==> config.mk <==
export PLATFORM = sky130hd
export DESIGN_NAME = lc3_reg_file
export DESIGN_NICKNAME = d
export VERILOG_FILES = /design/src/rtl/lc3_reg_file.sv
export SDC_FILE = /design/constraint.sdc
export NUM_CORES = 1
export LEC_CHECK = 0
export CELL_PAD_IN_SITES_DETAIL_PLACEMENT = 0
export CELL_PAD_IN_SITES_GLOBAL_PLACEMENT = 1
export CORE_MARGIN = 2
export CORE_UTILIZATION = 52
export CTS_BUF_LIST = sky130_fd_sc_hd__clkbuf_2 sky130_fd_sc_hd__clkbuf_4 sky130_fd_sc_hd__clkbuf_8
export DETAILED_ROUTE_END_ITERATION = 10
export GPL_TIMING_DRIVEN = 0
export PLACE_DENSITY_LB_ADDON = 0.1
export SLEW_MARGIN = 20
export SYNTH_ARGS = -nofsm -noshare
export SYNTH_HDL_FRONTEND = slang
export SYNTH_SLANG_ARGS = --single-unit
==> constraint.sdc <==
create_clock -name clk -period 3.9 [get_ports clk]
set_input_delay 0.78 -clock clk [delete_from_list [all_inputs] [get_ports clk]]
set_output_delay 0.78 -clock clk [all_outputs]
set_load 0.01 [all_outputs]
==> src/rtl/lc3_reg_file.sv <==
// lc3_reg_file
// LC-3 general-purpose register file (R0-R7) fed by an in-order write-back
// queue. Results are accepted over a valid/ready handshake, forwarded to both
// read ports while still queued, and committed one per cycle when commit_en
// is high. Committed results optionally load the NZP condition codes.
//
// Ports
//   clk        clock, rising edge
//   rst        synchronous active-high reset
//   rd_a_sel   read port A select      rd_a_data  read port A data (comb)
//   rd_b_sel   read port B select      rd_b_data  read port B data (comb)
//   wb_valid   write-back request      wb_ready   queue has a free entry
//   wb_dest    destination register    wb_data    result value
//   wb_set_cc  result loads NZP on commit
//   commit_en  allow queue head to commit this cycle
//   cc_nzp     condition codes {N,Z,P} (registered)
//   wb_count   occupied queue entries (registered)
module lc3_reg_file #(
  parameter int WB_DEPTH = 2
) (
  input  logic        clk,
  input  logic        rst,
  input  logic [2:0]  rd_a_sel,
  output logic [15:0] rd_a_data,
  input  logic [2:0]  rd_b_sel,
  output logic [15:0] rd_b_data,
  input  logic        wb_valid,
  output logic        wb_ready,
  input  logic [2:0]  wb_dest,
  input  logic [15:0] wb_data,
  input  logic        wb_set_cc,
  input  logic        commit_en,
  output logic [2:0]  cc_nzp,
  output logic [2:0]  wb_count
);

  logic [15:0] regs [8];

  // Queue storage is sized for the largest legal depth so the 2-bit
  // pointers index it directly; entries beyond WB_DEPTH are never reached.
  logic [2:0]  q_dest [4];
  logic [15:0] q_data [4];
  logic        q_cc   [4];

  logic [1:0] head;
  logic [1:0] tail;
  logic [2:0] count;

  logic do_enq;
  logic do_com;

  assign wb_ready = (count < 3'(WB_DEPTH));
  assign wb_count = count;
  assign do_enq   = wb_valid && wb_ready;
  assign do_com   = commit_en && (count != 3'd0);

  function automatic logic [1:0] ptr_inc(input logic [1:0] p);
    if (p == 2'(WB_DEPTH - 1)) return 2'd0;
    return p + 2'd1;
  endfunction

  function automatic logic [2:0] nzp_of(input logic [15:0] v);
    if (v[15])          return 3'b100;
    if (v == 16'h0000)  return 3'b010;
    return 3'b001;
  endfunction

  // Walk occupied entries from oldest to youngest; a later match overrides
  // an earlier one, so the youngest matching entry wins.
  function automatic logic [15:0] fwd(input logic [2:0] sel);
    logic [15:0] r;
    logic [2:0]  idx;
    r = regs[sel];
    for (int k = 0; k < WB_DEPTH; k++) begin
      idx = {1'b0, head} + 3'(k);
      if (idx >= 3'(WB_DEPTH)) idx = idx - 3'(WB_DEPTH);
      if ((3'(k) < count) && (q_dest[idx[1:0]] == sel)) r = q_data[idx[1:0]];
    end
    return r;
  endfunction

  always_comb begin
    rd_a_data = fwd(rd_a_sel);
    rd_b_data = fwd(rd_b_sel);
  end

  always_ff @(posedge clk) begin
    if (rst) begin
      for (int i = 0; i < 8; i++) regs[i] <= 16'h0000;
      cc_nzp <= 3'b010;
      count  <= 3'd0;
      head   <= 2'd0;
      tail   <= 2'd0;
    end else begin
      if (do_enq) begin
        q_dest[tail] <= wb_dest;
        q_data[tail] <= wb_data;
        q_cc[tail]   <= wb_set_cc;
        tail         <= ptr_inc(tail);
      end
      if (do_com) begin
        regs[q_dest[head]] <= q_data[head];
        if (q_cc[head]) cc_nzp <= nzp_of(q_data[head]);
        head <= ptr_inc(head);
      end
      if (do_enq && !do_com)      count <= count + 3'd1;
      else if (!do_enq && do_com) count <= count - 3'd1;
    end
  end

endmodule

-- Word-level counts from Yosys, hierarchy flattened
Memories as Yosys holds them, arrays and structs flattened. A register that Yosys moved wholly into a read port is not among the register bits.
Index checks and enable logic that the tools add are counted.
- flip-flop bits (word level): 10
- RAM bits: 208
- output and inout bits: 39
- memories kept: 4
- add/sub/neg operators: 7
- magnitude comparators: 5
- equality and inequality tests: 6
- mux-type cells: 48
- reductions and logical operators: 15
- memories (memory ; words ; width ; rd ports ; clocked after memory_dff ; wr ports ; line ; text):
    regs ; 8 ; 16 ; 2 ; 0 ; 8 ; 37 ; logic [15:0] regs [8];
    q_data ; 4 ; 16 ; 3 ; 1 ; 1 ; 42 ; logic [15:0] q_data [4];
    q_dest ; 4 ; 3 ; 3 ; 1 ; 1 ; 41 ; logic [2:0] q_dest [4];
    q_cc ; 4 ; 1 ; 1 ; 1 ; 1 ; 43 ; logic q_cc [4];
- operators by type and width (kind ; count):
    $mux W16 ; 5
    $mux W1 ; 24
    $mux W2 ; 12
    $mux W3 ; 7
    $logic_not A16 Y1 ; 1
    $reduce_or A16 Y1 ; 1
    $eq A3 B3 Y1 ; 4
    $logic_and A1 B1 Y1 ; 8
    $lt A1 B3 Y1 const A ; 2
    $add A2 B1 Y2 const B ; 2
    $eq A2 B1 Y1 const B ; 2
    $sub A2 B2 Y2 const B ; 2
    $add A2 B1 Y3 const B ; 1
    $add A3 B1 Y3 const B ; 1
    $ge A3 B2 Y1 const B ; 1
    $lt A3 B2 Y1 const B ; 1
    $reduce_bool A3 Y1 ; 1
    $sub A3 B1 Y3 const B ; 1
    $ge A2 B2 Y1 const B ; 1
    $logic_not A1 Y1 ; 2
    $reduce_and A2 Y1 ; 1
    $reduce_bool A2 Y1 ; 1

-- Depth between registers and ports, before layout
Gate-level depths: netlist of run 1.
- word-level depth: 10
- mapped depth: 9
- depth with buffers taken out: 9

-- Worst setup path after synthesis of run 1
No wires, ideal clock.
- kind: input -> register
- start: in rst
- end: mem q_cc[0], enable pin
- setup time: 448 ps
- data arrival time: 2973 ps
- slack: 479 ps
- cell stages on the path: 2
- path buffers: 1
- cells stage by stage: clkbuf_1 -> nor4_1
- word-level cells in the longest chain between the ends: 2
- ends and longest elaborated chain (item ; line ; text):
    start, declared ; 22 ; input logic rst,
    $mux W1 ; 88 ; if (rst) begin
    $mux W1 (implied by the code) ; 98 ; q_cc[tail] <= wb_set_cc;
    end, declared ; 43 ;
No other way between the ends.

-- Final worst setup path of run 1
- start: in rd_b_sel[1]
- end: out rd_b_data[0]
- word-level cells in the longest chain between the ends: 4
- elaborated cells between the ends (all ways): 7
- ends and longest elaborated chain (item ; line ; text):
    start, declared ; 25 ; input logic [2:0] rd_b_sel,
    branches (longest 3 deep; another with $mem_v2 Z8 W16) ; n/a ;
    $mux W16 (*) ; 77 ; if ((3'(k) < count) && (q_dest[idx[1:0]] == sel)) r = q_data[idx[1:0]];
    end, declared ; 26 ; output logic [15:0] rd_b_data,
Every way passes the cells marked *.

==> results of run 1 <==
[path summary, 6_finish.rpt]
| kind | slack [ns] | cells after the start | startpoint | to |
|---|---|---|---|---|
| worst max-delay path | 0.07 | 7 | rd_b_sel[1] | rd_b_data[0] |
| worst min-delay path | 0.50 | 1 | tail[0] | tail[1] |
| worst max register to register | 0.72 | 7 | wb_count[0] | regs[4][7] |
| worst min register to register | 0.50 | 1 | tail[0] | tail[1] |
[worst max-delay path, delay by kind of cell]
kind	cells	cell delay (ns)
buf+inv	3	1.26
mux	4	1.00
[flip-flops by register name, summed over array words and instances, names as in the netlist, named ones only]
register / count
wb_count: 3
tail: 2
q_cc: 4
cc_nzp: 3
q_dest: 12
regs: 128
head: 2
q_data: 64
[layout by cell type, fill, tap and decap left out, types with 12 or more instances in the layout]
| cell type | instances |
|---|---|
| edfxtp_1 | 208 |
| nor2_1 | 155 |
| mux2i_1 | 114 |
| mux4_2 | 68 |
| clkdlybuf4s50_1 | 60 |
| mux2_2 | 58 |
| clkbuf_8 | 43 |
| buf_2 | 20 |
| buf_4 | 19 |
| a21oi_1 | 19 |
| dfxtp_1 | 12 |
| clkbuf_4 | 12 |
[logic make-up after synthesis]
kind of cell / after synthesis
flip-flops: 220
buffers and inverters: 55
multiplexers: 255
adder cells (fa/ha/maj): 5
XOR/XNOR: 16
AO/OA/AOI/OAI: 24
AND/OR/NAND/NOR: 196
[routing by layer]
layer | wire [µm] | up-vias
li1 | - | 3192
met1 | 12400 | 3794
met2 | 16000 | 243
met3 | 1560 | 59
met4 | 879 | 0
met5 | 0 | -
[power groups by stage]
stage	logic (W)	registers, W	clock network [W]
5_1_grt	0.00249	0.00292	0.00212
2_1_floorplan	0.00141	0.00291	0
3_3_place_gp	0.00223	0.00293	0
4_1_cts	0.00232	0.00290	0.00202
6_report	0.00234	0.00290	0.00200
3_5_place_dp	0.00228	0.00294	0
[layout make-up]
class / instances / area, µm²
well taps: 280 / 350
fillers: 1665 / 8370
clock inverters: 5 / 22.5
plain buffers: 48 / 333
inverters: 7 / 26.3
multi-input cells: 496 / 4820
flip-flops and latches: 220 / 6490
repair buffers: 79 / 733
clock buffers: 55 / 682
[metrics by stage]
step	std cells	instance area, µm²	hold slack [ns]	total power (W)	util [%]
after floorplan	771	11600	0.447	0.00432	-
after global placement	1113	12500	0.461	0.00516	57.4
after detailed placement	1125	12600	0.484	0.00522	57.9
after CTS	1189	13400	0.501	0.00724	61.4
after global routing	1190	13500	0.545	0.00752	61.7
final	1190	13500	0.501	0.00724	61.7
[what timing repair did]
action                                  CTS  global route
pin swaps                                 1             2
setup buffers                             4             1
endpoints found under the setup margin   21            19
resized for setup                        15             8
==> out/qor.yml, run 1 <==
clock_network:
  clock-root-buffer: "clkbuf_8"
  clkTransAtPathRegs_ns: 0.06
  clock_sinks: 220
  clk-insertion-delay-late_ns: 0.53
  cts-htree-levels: 2
  cts_hold_buffers: 0
  numCtsBuffers: 38
  max-clock-path-buffers: 3
  cts_tree: "built"
synth:
  synthAdderAreaFrac_pct: 0.541
  yosys_warnings: 0
  synth_commonest_cells: "edfxtp_1 (208), nor2_1 (155), mux2i_1 (118)"
  async_reset_ff_share_pct: 0
  syn_area_mm2: 0.0116
  synth_compound_area_share_pct: 1.17
  synth_edf_count: 208
  ys_types: 39
  synthCells: 771
  muxShareOfSynthArea_pct: 30.4
  synth_area_leaders: "edfxtp_1 (54%), mux4_2 (13%), mux2i_1 (10%), mux2_2 (5.6%), nor2_1 (5.0%)"
  ys.flop_type: "edfxtp_1"
  syn_avg_cell_area_um2: 15.0
  ys_seq_elements: 220
  synth_most_common_cell: "edfxtp_1"
  synthXorXnorAreaFrac_pct: 1.47
  synth-seq-area-share_pct: 56.1
  synth_top_area_share_pct: 54.0
  synth_top_family_by_area: "multiplexers"
  syn-num-nets: 806
  yosys.area_share.simple_pct: 7.40
  yosys.area.top_type: "edfxtp_1"
route:
  num_vias: 7288
  viasPerCell: 6.12
  ant_nets: 0
  routed_wl_um: 30800
  drc: 0
  dr.pass1.iters: 5
  drtIter0Drc: 524
  wire_per_inst_um: 25.9
timing:
  max_freq_mhz: 261
  post-route-min-period_ns: 3.83
  finalClockSkew_ns: 0.0177
  slew_viol_final: 0
  slew_headroom_pct: 30.1
  hold_viol: 0
  finalCritPeriodShare_pct: 98.1
  worstMarginPinSlew_ns: 1.05
  worst_slack_ns: 0.0746
  tns_ns: 0
  setup_viol: 0
global_routing:
  grt_use_met3_pct: 3.83
  grt_max_degree: 17
  met1_usage_pct: 34.2
  track_usage_pct: 26.7
  grt_pass1_wl_um: 46200
  grt_busiest_layer: "met2"
  met2_usage_pct: 47.0
  grt.overflow.total: 0
  antenna_found_initial: 0
  first_global_vias: 7772
final_layout:
  area_delta_synth_final_pct: 16.4
  antenna_cells: 0
  drive_gt1_share_pct: 28.7
  nets: 925
critical_path:
  cp-start-kind: "primary input"
  crit_top_cell: "mux2i_1"
  cpMaxStageDelayCell: "clkbuf_1"
  cp.arrival_ns: 3.05
  cp.required_ns: 3.12
  cp_slowest_stage_delay_ns: 0.63
  worstPathMaxFanout: 10
  worstPathCellList: "buf_6, clkbuf_1, mux4_2, mux2_2, mux2i_1, mux2i_1, clkdlybuf4s50_1"
  end_kind: "output pin"
  criticalPathCategory: "primary input to output pin"
power:
  power_density_mw_per_mm2: 538
  p_switching_w: 0.00232
  switching_share_pct: 32.0
  p_clk_share_pct: 27.6
  p_int_w: 0.00492
  seqPwrFrac_pct: 40.0
  vdd_ir_drop_max_uv: 364
  p_leak_nw: 5.03
  combinationalPowerShare_pct: 32.4
floorplanning:
  rows: 54
  die_area_mm2: 0.0234
  design.portCount: 69
  die_h_um: 153
  die-width_um: 153
  start_util_pct: 53.0
  fp.coreArea_mm2: 0.0218
placement:
  hpwl_um: 22200
  portBuffers: 62
  gp_congestion: 0.842
  pre_cts_ws_ns: -0.315
run:
  maxCapViolations: 0
worst_hold_path:
  hp-class: "flip-flop to flip-flop"
run_status:
  status: "finished clean"
(Power assumes the default switching activity.)
==> run 2: changes to the inputs <==
GPL_ROUTABILITY_DRIVEN = 0   (was not set)
==> results of run 2 <==
No change in the layout: final DEF, timing and power equal those of run 1.
==> run 3: changes to the inputs <==
CORE_MARGIN = not set   (was 2)
==> out/qor.yml, run 3 (synthesized netlist as in run 1, its figures left out) <==
final_layout:
  largest_reg_flops: 128  # unchanged
  area_delta_synth_final_pct: 16.8
  antenna_cells: 0  # unchanged
  mostFrequentLayoutCell: "edfxtp_1"
  drive_gt1_share_pct: 28.4  # -0.27 points
  nets: 925  # unchanged
  fin_util_pct: 61.9  # +0.21 points
  design_area_mm2: 0.0135  # +0.34%
  layout_common_cells: "edfxtp_1 (208), nor2_1 (155), mux2i_1 (114)"
  reg_top3: "regs (128), q_data (64), q_dest (12)"
  regMostFlops: "regs"
  fillers: 1632  # -2.0%
  final_cell_count_no_fill: 1195  # +0.42%
critical_path:
  worstPathMaxFanout: 10  # unchanged
  critPathTopFamily: "multiplexers"
  crit_top_cell: "mux2i_1"
  worstReg2RegEnd: "regs[7][3]"
  cp-start-kind: "primary input"
  rrSetupSlack_ns: 0.79  # +0.07 ns
  cpMaxStageDelayCell: "mux4_2"
  path_buf_inv: 3  # unchanged
  criticalPathCategory: "primary input to output pin"
  end_kind: "output pin"
  cp.required_ns: 3.12  # about the same
  cp_slowest_stage_delay_ns: 0.57  # -0.06 ns
  cp.arrival_ns: 3.05  # about the same
  worstPathCellList: "buf_2, buf_4, mux4_2, mux2_2, mux2i_1, mux2i_1, clkdlybuf4s50_1"
  crit_cells: 7  # unchanged
  r2r-start: "wb_count[0]"
  r2r_cells: 7  # unchanged
worst_hold_path:
  min_path_cells: 1  # unchanged
  hp-start: "tail[0]"
  hold_path_end: "tail[1]"
  hp-class: "flip-flop to flip-flop"
timing:
  worst_slack_ns: 0.0748  # +0.000154 ns
  worstMarginPinSlew_ns: 1.02  # -0.0280 ns
  setup_viol: 0  # unchanged
  post-route-min-period_ns: 3.83  # -0.000154 ns
  rsz0062_at_grt: "false"
  finalCritPeriodShare_pct: 98.1  # about the same
  max_freq_mhz: 261  # about the same
  whs_ns: 0.514  # +0.0133 ns
  finalClockSkew_ns: 0.0200  # +0.00231 ns
  hold_viol: 0  # unchanged
  slew_headroom_pct: 32.0  # +1.9 points
  slew_viol_final: 0  # unchanged
floorplanning:
  die_area_mm2: 0.0228  # -2.6%
  die-width_um: 151  # -1.3%
  rows: 54  # unchanged
  die_h_um: 151  # -1.3%
  design.portCount: 69  # unchanged
  fp.coreArea_mm2: 0.0218  # unchanged
  start_util_pct: 53.0  # unchanged
run_status:
  status: "finished clean"
clock_network:
  clk-insertion-delay-late_ns: 0.53  # about the same
  numCtsBuffers: 39  # +2.6%
  max-clock-path-buffers: 3  # unchanged
  clock-root-buffer: "clkbuf_8"
  cts_hold_buffers: 0  # unchanged
  clock_sinks: 220  # unchanged
  cts_tree: "built"
  clkTransAtPathRegs_ns: 0.06  # about the same
  cts-htree-levels: 2  # unchanged
route:
  ant_nets: 0  # unchanged
  num_vias: 7210  # -1.1%
  drc: 0  # unchanged
  wire_per_inst_um: 25.7  # -0.64%
  viasPerCell: 6.03  # -1.5%
  drtIter0Drc: 507  # -3.2%
  dr.pass1.iters: 6  # +1
  routed_wl_um: 30700  # -0.23%
power:
  switching_share_pct: 32.3  # +0.27 points
  p_int_w: 0.00495  # +0.54%
  seqPwrFrac_pct: 39.6  # -0.4 points
  power_density_mw_per_mm2: 541  # +0.60%
  combinationalPowerShare_pct: 32.2  # -0.2 points
  vdd_ir_drop_max_uv: 404  # +11%
  p_clk_share_pct: 28.2  # +0.6 points
  p_leak_nw: 5.07  # +0.85%
  p_switching_w: 0.00236  # +1.8%
global_routing:
  grt_max_degree: 17  # unchanged
  antenna_found_initial: 0  # unchanged
  grt_pass1_wl_um: 44800  # -3.1%
  track_usage_pct: 28.0  # +1.3 points
  first_global_vias: 7473  # -3.8%
  grt.overflow.total: 0  # unchanged
placement:
  place_area_mm2: 0.0126  # about the same
  portBuffers: 62  # unchanged
  pre_cts_ws_ns: -0.330  # -0.0155 ns
  hpwl_um: 22100  # -0.58%
  dp_cells: 1125  # unchanged
run:
  maxCapViolations: 0  # unchanged
==> run 3: cell count changes in the layout (fill, tap and decap cells not counted), sizes merged <==
cell	delta
clkinv	+11
clkbuf	-7
clkdlybuf4s50	-3
dlymetal6s2s	+3
buf	-2
bufinv	+2
clkinvlp	+1
==> run 3: layout make-up <==
type / instances / area [µm²] / area share [%]
plain buffers: 48 / 335 / 2.48
flip-flops and latches: 220 / 6490 / 48.0
well taps: 280 / 350 / 2.59
inverters: 7 / 26.3 / 0.195
repair buffers: 78 / 737 / 5.46
clock buffers: 47 / 597 / 4.42
multi-input cells: 496 / 4840 / 35.8
clock inverters: 19 / 133 / 0.982
==> run 3: power groups by stage <==
stage	Sequential, W	Clock (W)	Combinational, W
2_1_floorplan	0.00291	0	0.00141
3_3_place_gp	0.00293	0	0.00223
3_5_place_dp	0.00294	0	0.00228
4_1_cts	0.00289	0.00208	0.00233
5_1_grt	0.00291	0.00218	0.00249
6_report	0.00290	0.00206	0.00235
==> run 3: worst max-delay path by stage <==
stage	endpoint	slack, ns	start
5_1_grt	rd_b_data[1]	0.01	head[1]
6_report	rd_a_data[7]	0.07	rd_a_sel[0]
3_3_place_gp	q_data[0][11]	-1.88	rst
2_1_floorplan	q_cc[0]	0.48	rst
3_5_place_dp	rd_a_data[7]	-0.33	rd_a_sel[1]
4_1_cts	rd_b_data[9]	-0.007	rd_b_sel[0]
==> run 3: routing by layer <==
layer | up-vias | global-route usage, % | routed length (µm)
met1 | 3661 | 35.1 | 11900
met2 | 298 | 49.4 | 16200
li1 | 3195 | - | -
met4 | 0 | 10.5 | 926
met5 | - | 0 | 0
met3 | 56 | 3.61 | 1690
==> run 3: through the flow <==
step,power [W],TNS [ns]
floorplan,0.00432,0
global placement,0.00515,-105.19
detailed placement,0.00522,-4.51
CTS,0.00730,-0.0229
global route,0.00758,0
finish,0.00731,0
==> run 3: timing repair <==
item / CTS / global route
endpoints found under the setup margin: 23 / 26
pin swaps: 2 / 1
resized for setup: 14 / 20
setup buffers: 3 / 1
